--- src/rtl/det_led_pkg.sv ---
// Shared types and constants for the detection LED indicator.
package det_led_pkg;

    typedef enum logic [1:0] {
        OFF = 2'b00,
        ARM = 2'b01,
        ON  = 2'b10,
        REL = 2'b11
    } state_e;

    localparam logic [1:0] MODE_SOLID = 2'b00;
    localparam logic [1:0] MODE_BLINK = 2'b01;
    localparam logic [1:0] MODE_BAR   = 2'b10;
    localparam logic [1:0] MODE_OFF   = 2'b11;

endpackage

--- src/rtl/blink_gen.sv ---
// Blink phase generator: toggles phase every BLINK_DIV enabled cycles and
// parks in the lit phase with a cleared counter while disabled.
module blink_gen #(
    parameter int BLINK_DIV = 25000000
) (
    input  logic clk,
    input  logic rst,
    input  logic en_i,
    output logic phase_o
);

    localparam int CW = (BLINK_DIV > 1) ? $clog2(BLINK_DIV) : 1;

    logic [CW-1:0] cnt_q, cnt_d;
    logic          phase_q, phase_d;

    always_comb begin
        cnt_d   = cnt_q;
        phase_d = phase_q;
        if (!en_i) begin
            cnt_d   = '0;
            phase_d = 1'b1;
        end else if (cnt_q == CW'(BLINK_DIV - 1)) begin
            cnt_d   = '0;
            phase_d = ~phase_q;
        end else begin
            cnt_d = cnt_q + 1'b1;
        end
    end

    always_ff @(posedge clk) begin
        if (rst) begin
            cnt_q   <= '0;
            phase_q <= 1'b1;
        end else begin
            cnt_q   <= cnt_d;
            phase_q <= phase_d;
        end
    end

    assign phase_o = phase_q;

endmodule

--- src/rtl/det_led_indicator.sv ---
// Per-frame detection counter with on/off hysteresis driving a bank of LEDs
// in solid, blink, bar-graph or off display modes.
module det_led_indicator
    import det_led_pkg::*;
#(
    parameter int SW_W       = 11,
    parameter int NUM_SW     = 1200,
    parameter int CNT_W      = 8,
    parameter int MIN_HITS   = 1,
    parameter int ON_FRAMES  = 2,
    parameter int OFF_FRAMES = 3,
    parameter int NUM_LED    = 4,
    parameter int BLINK_DIV  = 25000000
) (
    input  logic               clk,
    input  logic               rst,
    input  logic               o_valid,
    input  logic               is_person,
    input  logic [SW_W-1:0]    sw_id,
    input  logic [1:0]         mode,
    output logic [NUM_LED-1:0] led,
    output logic [CNT_W-1:0]   det_count,
    output logic               frame_done
);

    localparam int RUN_MAX = (ON_FRAMES > OFF_FRAMES) ? ON_FRAMES : OFF_FRAMES;
    localparam int RUN_W   = $clog2(RUN_MAX + 1);

    logic               inc, last, hit;
    logic [CNT_W:0]     accSum;
    logic [CNT_W-1:0]   tot;
    logic [CNT_W-1:0]   acc_q, acc_d;
    logic [CNT_W-1:0]   det_count_q, det_count_d;
    logic               frame_done_q;
    state_e             state_q, state_d;
    logic [RUN_W-1:0]   run_q, run_d, runInc;
    logic               active, phase;
    logic [NUM_LED-1:0] led_q, led_d;

    assign inc    = o_valid & is_person;
    assign last   = o_valid & (sw_id == SW_W'(NUM_SW - 1));
    assign runInc = run_q + 1'b1;

    // The closing beat's own decision is folded into the frame total.
    always_comb begin
        accSum      = {1'b0, acc_q} + {{CNT_W{1'b0}}, inc};
        tot         = accSum[CNT_W] ? '1 : accSum[CNT_W-1:0];
        acc_d       = last ? '0 : tot;
        det_count_d = last ? tot : det_count_q;
        hit         = (int'(tot) >= MIN_HITS);
    end

    always_ff @(posedge clk) begin
        if (rst) begin
            acc_q        <= '0;
            det_count_q  <= '0;
            frame_done_q <= 1'b0;
        end else begin
            acc_q        <= acc_d;
            det_count_q  <= det_count_d;
            frame_done_q <= last;
        end
    end

    always_ff @(posedge clk) begin
        if (rst) begin
            state_q <= OFF;
            run_q   <= '0;
        end else begin
            state_q <= state_d;
            run_q   <= run_d;
        end
    end

    always_comb begin
        state_d = state_q;
        run_d   = run_q;
        if (last) begin
            unique case (state_q)
                OFF: begin
                    if (hit) begin
                        if (ON_FRAMES == 1) begin
                            state_d = ON;
                            run_d   = '0;
                        end else begin
                            state_d = ARM;
                            run_d   = RUN_W'(1);
                        end
                    end
                end
                ARM: begin
                    if (!hit) begin
                        state_d = OFF;
                        run_d   = '0;
                    end else if (runInc == RUN_W'(ON_FRAMES)) begin
                        state_d = ON;
                        run_d   = '0;
                    end else begin
                        run_d = runInc;
                    end
                end
                ON: begin
                    if (!hit) begin
                        if (OFF_FRAMES == 1) begin
                            state_d = OFF;
                            run_d   = '0;
                        end else begin
                            state_d = REL;
                            run_d   = RUN_W'(1);
                        end
                    end
                end
                REL: begin
                    if (hit) begin
                        state_d = ON;
                        run_d   = '0;
                    end else if (runInc == RUN_W'(OFF_FRAMES)) begin
                        state_d = OFF;
                        run_d   = '0;
                    end else begin
                        run_d = runInc;
                    end
                end
                default: begin
                    state_d = OFF;
                    run_d   = '0;
                end
            endcase
        end
    end

    // Releasing still counts as lit so a short dropout does not flicker.
    always_comb begin
        active = (state_q == ON) || (state_q == REL);
        led_d  = '0;
        case (mode)
            MODE_SOLID: led_d = {NUM_LED{active}};
            MODE_BLINK: led_d = {NUM_LED{active & phase}};
            MODE_BAR: begin
                for (int i = 0; i < NUM_LED; i++) begin
                    led_d[i] = active && (int'(det_count_q) >= i + 1);
                end
            end
            MODE_OFF:   led_d = '0;
            default:    led_d = '0;
        endcase
    end

    always_ff @(posedge clk) begin
        if (rst) begin
            led_q <= '0;
        end else begin
            led_q <= led_d;
        end
    end

    blink_gen #(
        .BLINK_DIV(BLINK_DIV)
    ) u_blink (
        .clk    (clk),
        .rst    (rst),
        .en_i   (active),
        .phase_o(phase)
    );

    assign led        = led_q;
    assign det_count  = det_count_q;
    assign frame_done = frame_done_q;

endmodule

--- config.mk ---
export PLATFORM = sky130hd
export DESIGN_NAME = det_led_indicator
export DESIGN_NICKNAME = d
export VERILOG_FILES = /design/src/rtl/det_led_pkg.sv /design/src/rtl/blink_gen.sv /design/src/rtl/det_led_indicator.sv
export SDC_FILE = /design/constraint.sdc
export NUM_CORES = 1
export LEC_CHECK = 0
export BUFFER_PORTS_ARGS = -buffer_cell sky130_fd_sc_hd__buf_2
export CELL_PAD_IN_SITES_DETAIL_PLACEMENT = 0
export CELL_PAD_IN_SITES_GLOBAL_PLACEMENT = 1
export CORE_MARGIN = 1.5
export CORE_UTILIZATION = 35
export DETAILED_ROUTE_END_ITERATION = 7
export GPL_ROUTABILITY_DRIVEN = 0
export PLACE_DENSITY_LB_ADDON = 0.1
export SLEW_MARGIN = 25
export SYNTH_ARGS = -nofsm -noshare
export SYNTH_HDL_FRONTEND = slang
export SYNTH_SLANG_ARGS = --single-unit
--- constraint.sdc ---
create_clock -name clk -period 2 [get_ports clk]
set_input_delay 0.2 -clock clk [delete_from_list [all_inputs] [get_ports clk]]
set_output_delay 0.2 -clock clk [all_outputs]
set_load 0.02 [all_outputs]
---- After elaboration in Yosys (flattened, before gate mapping) ----
Index checks and enable logic that the tools add are counted.
word-level totals
  ROM bits ................................ 0
  memories kept ........................... 0
  bits of input ports ..................... 17
  word-level logic and storage cells ...... 62
  bits in writable memories ............... 0
  bits in latches ......................... 0
  output and inout port bits .............. 13
  register bits ........................... 51
cells by class
  bitwise gates (word level) .............. 5
  equality and inequality tests ........... 14
  $lt $le $gt $ge ......................... 5
  shift operators ......................... 0
  div/mod/pow operators ................... 0
  multipliers ............................. 0
  reduce and logical (&&, ||, !) cells .... 12
  multiplexer cells ....................... 15
  $add $sub $neg .......................... 3
operators with widths
  operator                                                                number
  25-bit by 1-bit adder with 25-bit output (second input constant)        1
  25-bit equality test (second input constant)                            1
  2-bit 2-to-1 mux                                                        11
  8-bit by 1-bit >= comparator with 1-bit output (second input constant)  2
  8-bit by 2-bit >= comparator with 1-bit output (second input constant)  2
  2-bit one-hot mux with 4 select lines                                   2
  4-bit one-hot mux with 4 select lines                                   1
  2-bit equality test (second input constant)                             6
  11-bit equality test (second input constant)                            1
  8-bit by 1-bit adder with 9-bit output                                  1
  8-bit by 3-bit >= comparator with 1-bit output (second input constant)  1
  8-bit 2-to-1 mux                                                        1
  3-bit inequality test (second input constant)                           2
  5-bit AND reduction                                                     1
  2-bit by 1-bit equality test with 1-bit output (second input constant)  2
  1-bit logical AND                                                       4
  2-bit zero test                                                         2
  2-bit inequality test (second input constant)                           2
  2-bit OR reduction                                                      2
  1-bit bitwise AND                                                       3
  3-bit AND reduction                                                     1
  3-bit OR reduction                                                      1
  2-bit by 1-bit adder with 2-bit output (second input constant)          1
  1-bit NOT                                                               2
  1-bit logical OR                                                        1

---- Longest topological paths before layout ----
Gate-level depths: netlist of the first run.
  word-level depth ........................ 6
  mapped depth ............................ 8
  depth with buffers taken out ............ 8

---- Cells and area by module ----
From an unflattened synthesis of the first run, not the netlist that was laid out.
second synthesis, totals
  cell total of the unflattened synthesis .. 288
  area, all modules ....................... 2522.4 um^2
by module, submodules not included
  module             instances  cells an instance  area each (um^2)  seq. area each (um^2)
  det_led_indicator  1          147                1275.0            500.5
  blink_gen          1          141                1247.4            520.5

---- Worst setup path before layout of the first run ----
Ideal clock, no wire load.
  path kind ............................... input-to-reg
  start point ............................. input o_valid
  end point ............................... register run_q[1]
  path slack .............................. 0.117 ns
  arrival ................................. 1.809 ns
  required time ........................... 1.926 ns
  setup time .............................. 0.074 ns
  stages on the path ...................... 8
  buffers on the path ..................... 0
  cells stage by stage .................... and2_1 ha_1 ha_1 or2_2 o21ai_0 nand3_1 or3_1 a31oi_1
on the way
  longest elaborated chain between the ends .. 6
ends and longest elaborated chain
  what                                                                                 line                      RTL
  start: declaration                                                                   det_led_indicator.sv:17   input logic o_valid,
  1-bit bitwise AND                                                                    det_led_indicator.sv:40   assign inc = o_valid & is_person;
  8-bit by 1-bit adder with 9-bit output                                               det_led_indicator.sv:46   accSum = {1'b0, acc_q} + {{CNT_W{1'b0}}, inc};
  8-bit 2-to-1 mux                                                                     det_led_indicator.sv:47   tot = accSum[CNT_W] ? '1 : accSum[CNT_W-1:0];
  8-bit by 1-bit >= comparator with 1-bit output                                       det_led_indicator.sv:50   hit = (int'(tot) >= MIN_HITS);
  2-bit 2-to-1 mux, or another cell as far along                                       det_led_indicator.sv:114  if (hit) begin
  2-bit one-hot mux with 4 select lines / 3-bit AND reduction (equally long branches)  -
  end signal: assignment                                                               det_led_indicator.sv:71   run_q <= run_d;
  end: declaration                                                                     det_led_indicator.sv:36   logic [RUN_W-1:0] run_q, run_d, runInc;
Parallel ways exist; a longest one is shown, timed or not.
A chain may end at the register's enable or synchronous reset.

---- Worst setup path in the final report of the first run ----
  start point ............................. register acc_q[0]
  end point ............................... register run_q[0]
on the way
  longest elaborated chain between the ends .. 5
ends and longest elaborated chain
  what                                                                                 line                      RTL
  start: declaration                                                                   det_led_indicator.sv:32   logic [CNT_W-1:0] acc_q, acc_d;
  start signal: assignment                                                             det_led_indicator.sv:55   acc_q <= '0;
  start signal: assignment                                                             det_led_indicator.sv:59   acc_q <= acc_d;
  8-bit by 1-bit adder with 9-bit output (*)                                           det_led_indicator.sv:46
  8-bit 2-to-1 mux (*)                                                                 det_led_indicator.sv:47
  8-bit by 1-bit >= comparator with 1-bit output (*)                                   det_led_indicator.sv:50
  2-bit 2-to-1 mux, or another cell as far along                                       det_led_indicator.sv:114
  2-bit one-hot mux with 4 select lines / 3-bit AND reduction (equally long branches)  -
Every way passes the cells marked *; elsewhere a longest branch is shown, timed or not.

==> results.md, run 1 <==
* Final critical-path share of the clock period at 92.9%
* CTS root buf: sky130_fd_sc_hd__clkbuf_8
* Type of element capturing the critical path: register
* Per-instance average area after synthesis at 8.65 um2
* HPWL reported at the end of detailed placement at 3650 um
* Normalized max-slew margin at 70.4%
* Total number of H-tree levels at 2
* Total nets after synthesis at 285
* Routed vias at 1941
* Ordered list of cells on the worst path: ha_1 -> ha_1 -> nor4_1 -> nand3_1 -> mux2_2 -> a211oi_1
* Cell area after synthesis at 2290 um2
* Post-Route Hold Slack at 0.230 ns
* Cell depth of the worst flop-to-flop path at 6
* Endpoint of the worst hold path: led[0]
* CTS clk-pin slew, worst paths at 0.09 ns
* Total gr overflow at 0
* Cell type with the highest occurrence count on the critical path: sky130_fd_sc_hd__ha_1
* Num ports at 30
* Avg WL per Cell at 13.0 um
* Clk sinks at 51
* Net count reported at finish at 328
* Area growth from synthesis to layout at 17.8%
* Post-CTS Setup Repair Bufs at 0
* Source-to-sink clock delay at the later pin of the worst-skew pair at 0.30 ns
* Global-route usage over all layers at 15.0%
* Main synth FF type: sky130_fd_sc_hd__dfxtp_1
* Maximum fanout count along the critical path at 4
* Total count of hold-check failures in the final report at 0
* Worst Min Path Start: mode[0]
* Endpoints failing setup at 0
* Cell type of the slowest stage on the worst timing path: sky130_fd_sc_hd__mux2_2
* Cell Pwr Density at 603 nW/um2
* Clock period minus final worst setup slack at 1.86 ns
* Yosys synthesis warning count at 0
* Area of the placeable core at 6350 um2
* Quantity of I/O buffers inserted on ports at 29
* Worst reg2reg path endpoint: run_q[0]
* Setup slack after layout at 0.142 ns
* Path type of the worst min-delay path: input port to register
* Maximum resistive drop on vdd at 0.285 mV
* Largest delay share family, worst path: adder cells
* Top cell type by total area after synthesis: sky130_fd_sc_hd__dfxtp_1
* Post-Place Worst Slack at -0.00341 ns
* TritonCTS clock tree: yes
* Number of buffers inserted during clock tree synthesis at 5
* Max Transition Viols Final at 0
* Count of unique library cells instantiated by Yosys at 44
* Critical path class: register to register
* Type of origin of the critical path: register
* Reg2Reg Launch Point: acc_q[0]
* Final wirelength at 4970 um
* Count of flip-flops with a built-in enable after synthesis at 0
* Die extent in y at 84.0 um
* Number of cells produced by synthesis at 265
* Wire length of the first global-routing pass at 8550 um
* Per-cell via count in the routed design at 5.05
* Maximum number of pins on one net before global-route repair at 25
* Post-layout utilization of the core at 42.6%
* Design Power at 0.00163 W
* Starting density of the core at 36.1%
* Largest incremental delay on the critical path at 0.32 ns
* Slew at the pin closest to its max-slew limit at 0.442 ns
* Fraction of layout instances using a drive strength above 1 at 19.2%
* Endpoint required time on the critical path at 2.22 ns
* Number of cells traversed by the worst hold path at 4
* Synth top area cells: sky130_fd_sc_hd__dfxtp_1 (45%), sky130_fd_sc_hd__nor2_1 (7.9%), sky130_fd_sc_hd__xor2_1 (7.6%)
* Std-Cell Rows at 29
* Fraction of synthesis flops using an asynchronous set or reset pin at 0%
* Buffers plus inverters on the worst setup path at 0
* Die X-Extent at 84.0 um
* Number of inserted diodes at 0
* Detailed-routing iteration count for the pre-antenna-repair pass at 4
* Detailed-route DRC error count at 0
* Antenna Nets Post-Route at 0
* Synth Register Bits at 51
* Highest Clock Rate at 538 MHz
* Area of the die at 7050 um2
* Result of the run: complete, no violations
* Flop2flop setup slack at 0.14 ns
* Number of max-cap violations at 0
* Vias in the first global route at 1785
* Final setup skew at 0.00566 ns
* Share of the synthesized area in the top cell type at 44.5%
* Initial antenna violation count at 0
* Launching element of the worst setup path: acc_q[0]
* RSZ-0062 raised after global routing: no
* Crit path DAT at 2.08 ns
* Number of DRC markers in iteration 0 at 57
* Post-synthesis sequential area ratio at 44.5%
* LEAKAGE at 1.00 nW
* Clock Tree Buf Depth at 2
-- cell type report --
type                    count  area, um2
well taps                  77       96.3
clock buffers               6       72.6
multi-input cells         201       1210
inverters                   2       7.51
fillers                   679       3650
repair buffers             47        293
flip-flops and latches     51       1020
-- cells in the final DEF, fill, tap and decap left out, drive strengths merged, types with 9 or more instances in the layout --
cell type   n
a21oi      10
nand3      13
nand2      21
dfxtp      51
o21ai       9
buf        47
xor2       20
nor2       48
nand4      11
-- per-stage QoR --
stage / TNS [ns] / cell area [um2] / std cells
3_3_place_gp: 0 / 2620 / 378
2_1_floorplan: 0 / 2290 / 265
3_5_place_dp: -0.00341 / 2620 / 378
5_1_grt: 0 / 2700 / 384
6_report: 0 / 2700 / 384
4_1_cts: 0 / 2700 / 384
-- sequential cells by signal, indices dropped and copies added, names as in the netlist, named ones only --
register	count
acc_q	8
det_count	8
frame_done	1
led	4
run_q	2
state_q	1
u_blink.cnt_q	25
u_blink.phase_o	1
-- worst register-to-register path: stages (launching register included) --
cell and delay, ns:
sky130_fd_sc_hd__dfxtp_1 0.31, sky130_fd_sc_hd__ha_1 0.20, sky130_fd_sc_hd__ha_1 0.29, sky130_fd_sc_hd__nor4_1 0.24, sky130_fd_sc_hd__nand3_1 0.21, sky130_fd_sc_hd__mux2_2 0.32, sky130_fd_sc_hd__a211oi_1 0.21
-- routing by layer --
layer / vias to the layer above / part of all wire (%) / track usage, %
li1: 1016 / - / -
met1: 891 / 51 / 20.3
met2: 27 / 44 / 23.5
met3: 7 / 3.0 / 3.46
met4: 0 / 1.4 / 4.92
met5: - / 0 / 0
-- cell families after synthesis --
kind of cell             Yosys count  synth area share, %
adder cells (fa/ha/maj)            3                 1.64
multiplexers                       3                 1.36
AND/OR/NAND/NOR                  135                 30.7
buffers and inverters             13                 2.89
AO/OA/AOI/OAI                     34                 9.00
flip-flops                        51                 44.5
XOR/XNOR                          26                 9.93
-- cell usage after synthesis (2+ instances only) --
| library cell | instances |
|---|---|
| sky130_fd_sc_hd__a211oi_1 | 6 |
| sky130_fd_sc_hd__a21oi_1 | 10 |
| sky130_fd_sc_hd__a31oi_1 | 3 |
| sky130_fd_sc_hd__and2_1 | 2 |
| sky130_fd_sc_hd__and3_1 | 6 |
| sky130_fd_sc_hd__and4_1 | 4 |
| sky130_fd_sc_hd__buf_2 | 2 |
| sky130_fd_sc_hd__buf_4 | 2 |
| sky130_fd_sc_hd__clkbuf_1 | 6 |
| sky130_fd_sc_hd__dfxtp_1 | 51 |
| sky130_fd_sc_hd__ha_1 | 3 |
| sky130_fd_sc_hd__inv_1 | 2 |
| sky130_fd_sc_hd__mux2i_1 | 2 |
| sky130_fd_sc_hd__nand2_1 | 21 |
| sky130_fd_sc_hd__nand2b_1 | 2 |
| sky130_fd_sc_hd__nand3_1 | 13 |
| sky130_fd_sc_hd__nand3b_1 | 2 |
| sky130_fd_sc_hd__nand4_1 | 11 |
| sky130_fd_sc_hd__nand4b_1 | 2 |
| sky130_fd_sc_hd__nor2_1 | 48 |
| sky130_fd_sc_hd__nor2b_1 | 4 |
| sky130_fd_sc_hd__nor3_1 | 3 |
| sky130_fd_sc_hd__nor3b_1 | 4 |
| sky130_fd_sc_hd__nor4_1 | 3 |
| sky130_fd_sc_hd__o21ai_0 | 9 |
| sky130_fd_sc_hd__or3_1 | 2 |
| sky130_fd_sc_hd__xnor2_1 | 6 |
| sky130_fd_sc_hd__xor2_1 | 20 |
-- worst max-delay path by stage --
stage	cells after the start	slack [ns]	end
2_1_floorplan	8	0.12	run_q[1]
3_3_place_gp	8	0.01	run_q[1]
3_5_place_dp	9	-0.003	run_q[0]
4_1_cts	6	0.11	u_blink.cnt_q[13]
5_1_grt	6	0.04	u_blink.cnt_q[13]
6_report	6	0.14	run_q[0]
-- power breakdown --
part           switching (W)  internal [W]  total [W]
registers         0.00000116       0.00102    0.00102
clock network       0.000312      0.000234   0.000546
logic              0.0000322     0.0000344  0.0000666
total               0.000346       0.00129    0.00163
-- what timing repair did --
| item | in CTS | in global routing |
|---|---|---|
| endpoints found under the hold margin | 0 | 0 |
| hold buffers | 0 | 0 |
| setup endpoints to repair | 0 | 24 |
| gates resized for setup | 0 | 1 |
Power figures use the tool's default switching activity.
==> run 2, diff against run 1 <==
--- a/config.mk
+++ b/config.mk
@@ -9,7 +9,7 @@
 export CELL_PAD_IN_SITES_DETAIL_PLACEMENT = 0
 export CELL_PAD_IN_SITES_GLOBAL_PLACEMENT = 1
 export CORE_MARGIN = 1.5
-export CORE_UTILIZATION = 35
+export CORE_UTILIZATION = 46
 export DETAILED_ROUTE_END_ITERATION = 7
 export GPL_ROUTABILITY_DRIVEN = 0
 export PLACE_DENSITY_LB_ADDON = 0.1
==> constraint.sdc (replaced) <==
create_clock -name clk -period 2.3 [get_ports clk]
set_input_delay 0.23 -clock clk [delete_from_list [all_inputs] [get_ports clk]]
set_output_delay 0.23 -clock clk [all_outputs]
set_load 0.02 [all_outputs]
==> run 2 against run 1 <==
Against the previous run:
- sequential power decreased by 13%
- cell area decreased by 3.5%
- non-clock buffer count decreased by 12
- global-route usage increased by 3.3 points
- first-iteration DRC count increased by 40%
- utilization increased by 12 points
- clock skew decreased by 0.0021 ns
- combinational power decreased by 19%
- setup slack improved by 0.22 ns
- via count decreased by 3.0%
- flip-flop and latch count unchanged
==> results.md, run 2 (same netlist as run 1, synthesis figures left out) <==
* Clock Tree Buf Depth at 2
* Slew at the pin closest to its max-slew limit at 0.443 ns
* Fraction of layout instances using a drive strength above 1 at 16.2%
* Path type of the worst min-delay path: input port to register
* Crit path DAT at 2.14 ns
* Cts-stage hold buffer count at 0
* Quantity of I/O buffers inserted on ports at 29
* Area of the die at 5420 um2
* Cell type of the slowest stage on the worst timing path: sky130_fd_sc_hd__or4_1
* Top library cells by usage in the layout, fill and taps aside: sky130_fd_sc_hd__dfxtp_1 (51), sky130_fd_sc_hd__nor2_1 (48), sky130_fd_sc_hd__buf_2 (29), sky130_fd_sc_hd__nand2_1 (21), sky130_fd_sc_hd__xor2_1 (20)
* Cell Pwr Density at 561 nW/um2
* Total gr overflow at 0
* Setup TNS at 0 ns
* Std-Cell Rows at 25
* Clock period minus final worst setup slack at 1.94 ns
* Highest Clock Rate at 516 MHz
* Total count of hold-check failures in the final report at 0
* Leading cell type in the layout, fill and taps excluded: sky130_fd_sc_hd__dfxtp_1
* Starting density of the core at 48.2%
* Max Transition Viols Final at 0
* Post-Route Hold Slack at 0.265 ns
* Type of element capturing the critical path: register
* Num ports at 30
* Area growth from synthesis to layout at 13.7%
* Endpoint required time on the critical path at 2.50 ns
* Total number of H-tree levels at 2
* Die extent in y at 73.6 um
* Initial antenna violation count at 0
* RSZ-0062 raised after global routing: no
* HPWL reported at the end of detailed placement at 3310 um
* Source-to-sink clock delay at the later pin of the worst-skew pair at 0.30 ns
* LEAKAGE at 0.947 nW
* Maximum number of pins on one net before global-route repair at 25
* Largest delay share family, worst path: simple AND/OR/NAND/NOR gates
* Routed vias at 1882
* Flop2flop setup slack at 0.36 ns
* Area of the placeable core at 4750 um2
* Register bank with the most flops: u_blink.cnt_q
* Detailed-route DRC error count at 0
* Type of origin of the critical path: register
* Die X-Extent at 73.6 um
* Normalized max-slew margin at 70.4%
* Wire length of the first global-routing pass at 7710 um
* Buffers plus inverters on the worst setup path at 1
* Detailed-routing iteration count for the pre-antenna-repair pass at 4
* Global-route usage over all layers at 18.3%
* Final setup skew at 0.00356 ns
* Maximum fanout count along the critical path at 24
* Critical path class: register to register
* Count of instances resized after the clock tree is built at 0
* Number of max-cap violations at 0
* Number of DRC markers in iteration 0 at 80
* Final wirelength at 4610 um
* Result of the run: complete, no violations
* Largest register FFs at 25
* Antenna Nets Post-Route at 0
* Maximum resistive drop on vdd at 0.324 mV
* Post-layout instance area at 2610 um2
* CTS clk-pin slew, worst paths at 0.09 ns
* CTS root buf: sky130_fd_sc_hd__clkbuf_8
* Endpoints failing setup at 0
* Design Power at 0.00146 W
* Ordered list of cells on the worst path: ha_1 -> nand3_1 -> or4_1 -> nand2_1 -> buf_12 -> nor2_1
* Number of inserted diodes at 0
* Vias in the first global route at 1696
* Per-cell via count in the routed design at 5.18
* TritonCTS clock tree: yes
* Avg WL per Cell at 12.7 um
* Final critical-path share of the clock period at 84.3%
* Clk sinks at 51
* Number of buffers inserted during clock tree synthesis at 5
* Total placed instance area at 2520 um2
* Net count reported at finish at 316
* Post-CTS Setup Repair Bufs at 0
* Largest incremental delay on the critical path at 0.60 ns
## run 2: area by class of cell
| cell class | count | area, um2 |
|---|---|---|
| clock buffer | 6 | 82.6 |
| clock inverter | 1 | 5.00 |
| fill | 476 | 2150 |
| inverter | 2 | 7.51 |
| multi-input combinational | 201 | 1210 |
| sequential | 51 | 1020 |
| tap | 67 | 83.8 |
| timing repair buffer | 35 | 203 |
## run 2: final timing paths
| check | from | end | cells past startpoint |
|---|---|---|---|
| setup / recovery | u_blink.cnt_q[0] | u_blink.cnt_q[21] | 6 |
| hold / removal | mode[0] | led[0] | 4 |
| setup reg to reg | u_blink.cnt_q[0] | u_blink.cnt_q[21] | 6 |
| hold reg to reg | det_count[4] | det_count[4] | 2 |
## run 2: power by group
part	switching [W]	internal [W]
combinational	0.0000268	0.0000273
clock	0.000287	0.000237
sequential	0.00000115	0.000884
## run 2: worst reg2reg max path, delay by kind of cell (launching register included)
family	cells	cell delay [ns]
simple gates	4	1.02
flops	1	0.39
fa+ha+maj	1	0.25
buf+inv	1	0.17
## run 2: stage by stage
step / instances / setup WS (ns) / utilization, %
detailed placement: 356 / 0.252 / 53.0
CTS: 363 / 0.359 / 54.9
global placement: 356 / 0.293 / 53.0
floorplan: 265 / 0.387 / -
global route: 363 / 0.212 / 54.9
finish: 363 / 0.362 / 54.9
## run 2: per-layer routing
metal | vias to the layer above | wire length [um] | global-route usage, % | share of wire, %
met5 | - | 0 | 0 | 0
met4 | 0 | 55 | 5.56 | 1.2
met3 | 7 | 161 | 4.25 | 3.5
met2 | 34 | 2170 | 30.1 | 47
met1 | 853 | 2220 | 23.8 | 48
li1 | 988 | - | - | -
==> run 3, diff against run 2 <==
--- a/config.mk
+++ b/config.mk
@@ -9,7 +9,7 @@
 export CELL_PAD_IN_SITES_DETAIL_PLACEMENT = 0
 export CELL_PAD_IN_SITES_GLOBAL_PLACEMENT = 1
 export CORE_MARGIN = 1.5
-export CORE_UTILIZATION = 46
+export CORE_UTILIZATION = 43
 export DETAILED_ROUTE_END_ITERATION = 7
 export GPL_ROUTABILITY_DRIVEN = 0
 export PLACE_DENSITY_LB_ADDON = 0.1
==> constraint.sdc (replaced) <==
create_clock -name clk -period 1.8 [get_ports clk]
set_input_delay 0.18 -clock clk [delete_from_list [all_inputs] [get_ports clk]]
set_output_delay 0.18 -clock clk [all_outputs]
set_load 0.02 [all_outputs]
==> run 3 against run 2 <==
Against the previous run:
- combinational power rose by 54%
- clock power rose by 19%
- total power rose by 26%
- critical endpoint is now u_blink.phase_o
- register-to-register slack got worse by 0.26 ns
- setup slack got worse by 0.26 ns
- first-iteration DRC count fell by 2.5%
- sequential power rose by 28%
==> results.md, run 3 (same netlist as run 1, synthesis figures left out) <==
* Clock Tree Buf Depth at 2
* Global-route usage over all layers at 18.1%
* Maximum fanout count along the critical path at 2
* Maximum number of pins on one net before global-route repair at 25
* Crit path DAT at 1.88 ns
* Area growth from synthesis to layout at 27.9%
* Largest register FFs at 25
* Number of max-cap violations at 0
* Path type of the worst min-delay path: input port to register
* Clock period minus final worst setup slack at 1.70 ns
* Die X-Extent at 76.0 um
* Cts-stage hold buffer count at 0
* Final wirelength at 4870 um
* Buffers plus inverters on the worst setup path at 1
* Setup slack after layout at 0.102 ns
* HPWL reported at the end of detailed placement at 3550 um
* Starting density of the core at 44.6%
* TritonCTS clock tree: yes
* Design Power at 0.00184 W
* Routed vias at 1995
* Slew at the pin closest to its max-slew limit at 0.371 ns
* Std-Cell Rows at 26
* Antenna Nets Post-Route at 0
* Area of the die at 5780 um2
* Quantity of I/O buffers inserted on ports at 29
* Register bank with the most flops: u_blink.cnt_q
* Largest delay share family, worst path: simple AND/OR/NAND/NOR gates
* Vias in the first global route at 1874
* Initial antenna violation count at 0
* Total gr overflow at 0
* Final critical-path share of the clock period at 94.3%
* Endpoint required time on the critical path at 1.98 ns
* Normalized max-slew margin at 75.3%
* Net count reported at finish at 345
* Critical path class: register to register
* Cell Pwr Density at 626 nW/um2
* Cell type of the slowest stage on the worst timing path: sky130_fd_sc_hd__or4_4
* Total number of H-tree levels at 2
* Result of the run: complete, no violations
* RSZ-0062 raised after global routing: no
* Fraction of layout instances using a drive strength above 1 at 26.7%
* Max Transition Viols Final at 0
* Highest Clock Rate at 589 MHz
* Top library cells by usage in the layout, fill and taps aside: sky130_fd_sc_hd__dfxtp_1 (51), sky130_fd_sc_hd__nor2_1 (48), sky130_fd_sc_hd__buf_4 (31), sky130_fd_sc_hd__buf_2 (29)
* Area of the placeable core at 5140 um2
* Maximum resistive drop on vdd at 0.353 mV
* Total count of hold-check failures in the final report at 0
* Clk sinks at 51
* Leading cell type in the layout, fill and taps excluded: sky130_fd_sc_hd__dfxtp_1
* Footprint of the multi-input gates at 1270 um2
* Type of element capturing the critical path: register
* Type of origin of the critical path: register
* Largest incremental delay on the critical path at 0.59 ns
* Wire length of the first global-routing pass at 8500 um
* CTS clk-pin slew, worst paths at 0.08 ns
* Ordered list of cells on the worst path: and3_1 -> nand3_1 -> or4_4 -> buf_4 -> xor2_1 -> nand2_1
* LEAKAGE at 1.13 nW
* Detailed-routing iteration count for the pre-antenna-repair pass at 4
* Post-CTS Setup Repair Bufs at 0
* Number of DRC markers in iteration 0 at 78
* Die extent in y at 76.0 um
* Post-Place Worst Slack at -0.110 ns
* Number of buffers inserted during clock tree synthesis at 5
* Final setup skew at 0.00551 ns
* Detailed-route DRC error count at 0
* Num ports at 30
* Register area at 1020 um2
* Avg WL per Cell at 12.3 um
* Source-to-sink clock delay at the later pin of the worst-skew pair at 0.30 ns
* Endpoints failing setup at 0
* Number of inserted diodes at 0
* Per-cell via count in the routed design at 5.04
* CTS root buf: sky130_fd_sc_hd__clkbuf_8
* Number of fill cells at 509
[run 3: path summary, 6_finish.rpt]
check | slack [ns] | start | cells after the start | end
hold / removal | 0.21 | mode[0] | 4 | led[0]
hold reg to reg | 0.48 | det_count[6] | 2 | det_count[6]
setup reg to reg | 0.10 | u_blink.cnt_q[20] | 6 | u_blink.phase_o
setup / recovery | 0.10 | u_blink.cnt_q[20] | 6 | u_blink.phase_o
[run 3: where the power goes]
| group | switching (W) | internal (W) | total [W] |
|---|---|---|---|
| logic | 0.0000374 | 0.0000457 | 0.0000831 |
| registers | 0.00000174 | 0.00113 | 0.00113 |
| clock network | 0.000348 | 0.000273 | 0.000622 |
| total | 0.000387 | 0.00145 | 0.00184 |
[run 3: metal layers]
metal | GRT usage, % | wire length [um] | vias to the layer above
li1 | - | - | 1051
met2 | 31.6 | 2310 | 28
met1 | 21.9 | 2350 | 910
met3 | 4.07 | 135 | 6
met5 | 0 | 0 | -
met4 | 6.11 | 65 | 0
[run 3: timing repair]
item / 4_1_cts / 5_1_grt
gates cloned: 0 / 1
setup endpoints to repair: 26 / 27
pin swaps: 0 / 3
gates resized for setup: 2 / 6
[run 3: final cells by class]
cell class | count | area share, %
multi-input cells | 201 | 43.4
inverters | 2 | 0.256
flip-flops and latches | 51 | 34.8
clock buffers | 7 | 2.60
clock inverters | 1 | 0.171
repair buffers | 64 | 15.8
well taps | 70 | 2.99
[run 3: per-stage QoR]
step                hold WS [ns]  instance area (um2)  utilization, %  cells  setup TNS [ns]
floorplan                  0.385                 2320               -    265               0
global placement           0.461                 2790            54.3    387          -0.626
detailed placement         0.470                 2790            54.3    387           -1.53
CTS                        0.193                 2880            56.0    395               0
global route               0.217                 2930            57.1    396               0
finish                     0.206                 2930            57.1    396               0
[run 3: tightest hold or removal path, delay by kind of cell]
kind | cells | cell delay, ns
AND/OR/NAND/NOR | 1 | 0.06
AO/OA/AOI/OAI | 2 | 0.12
buffers and inverters | 1 | 0.09
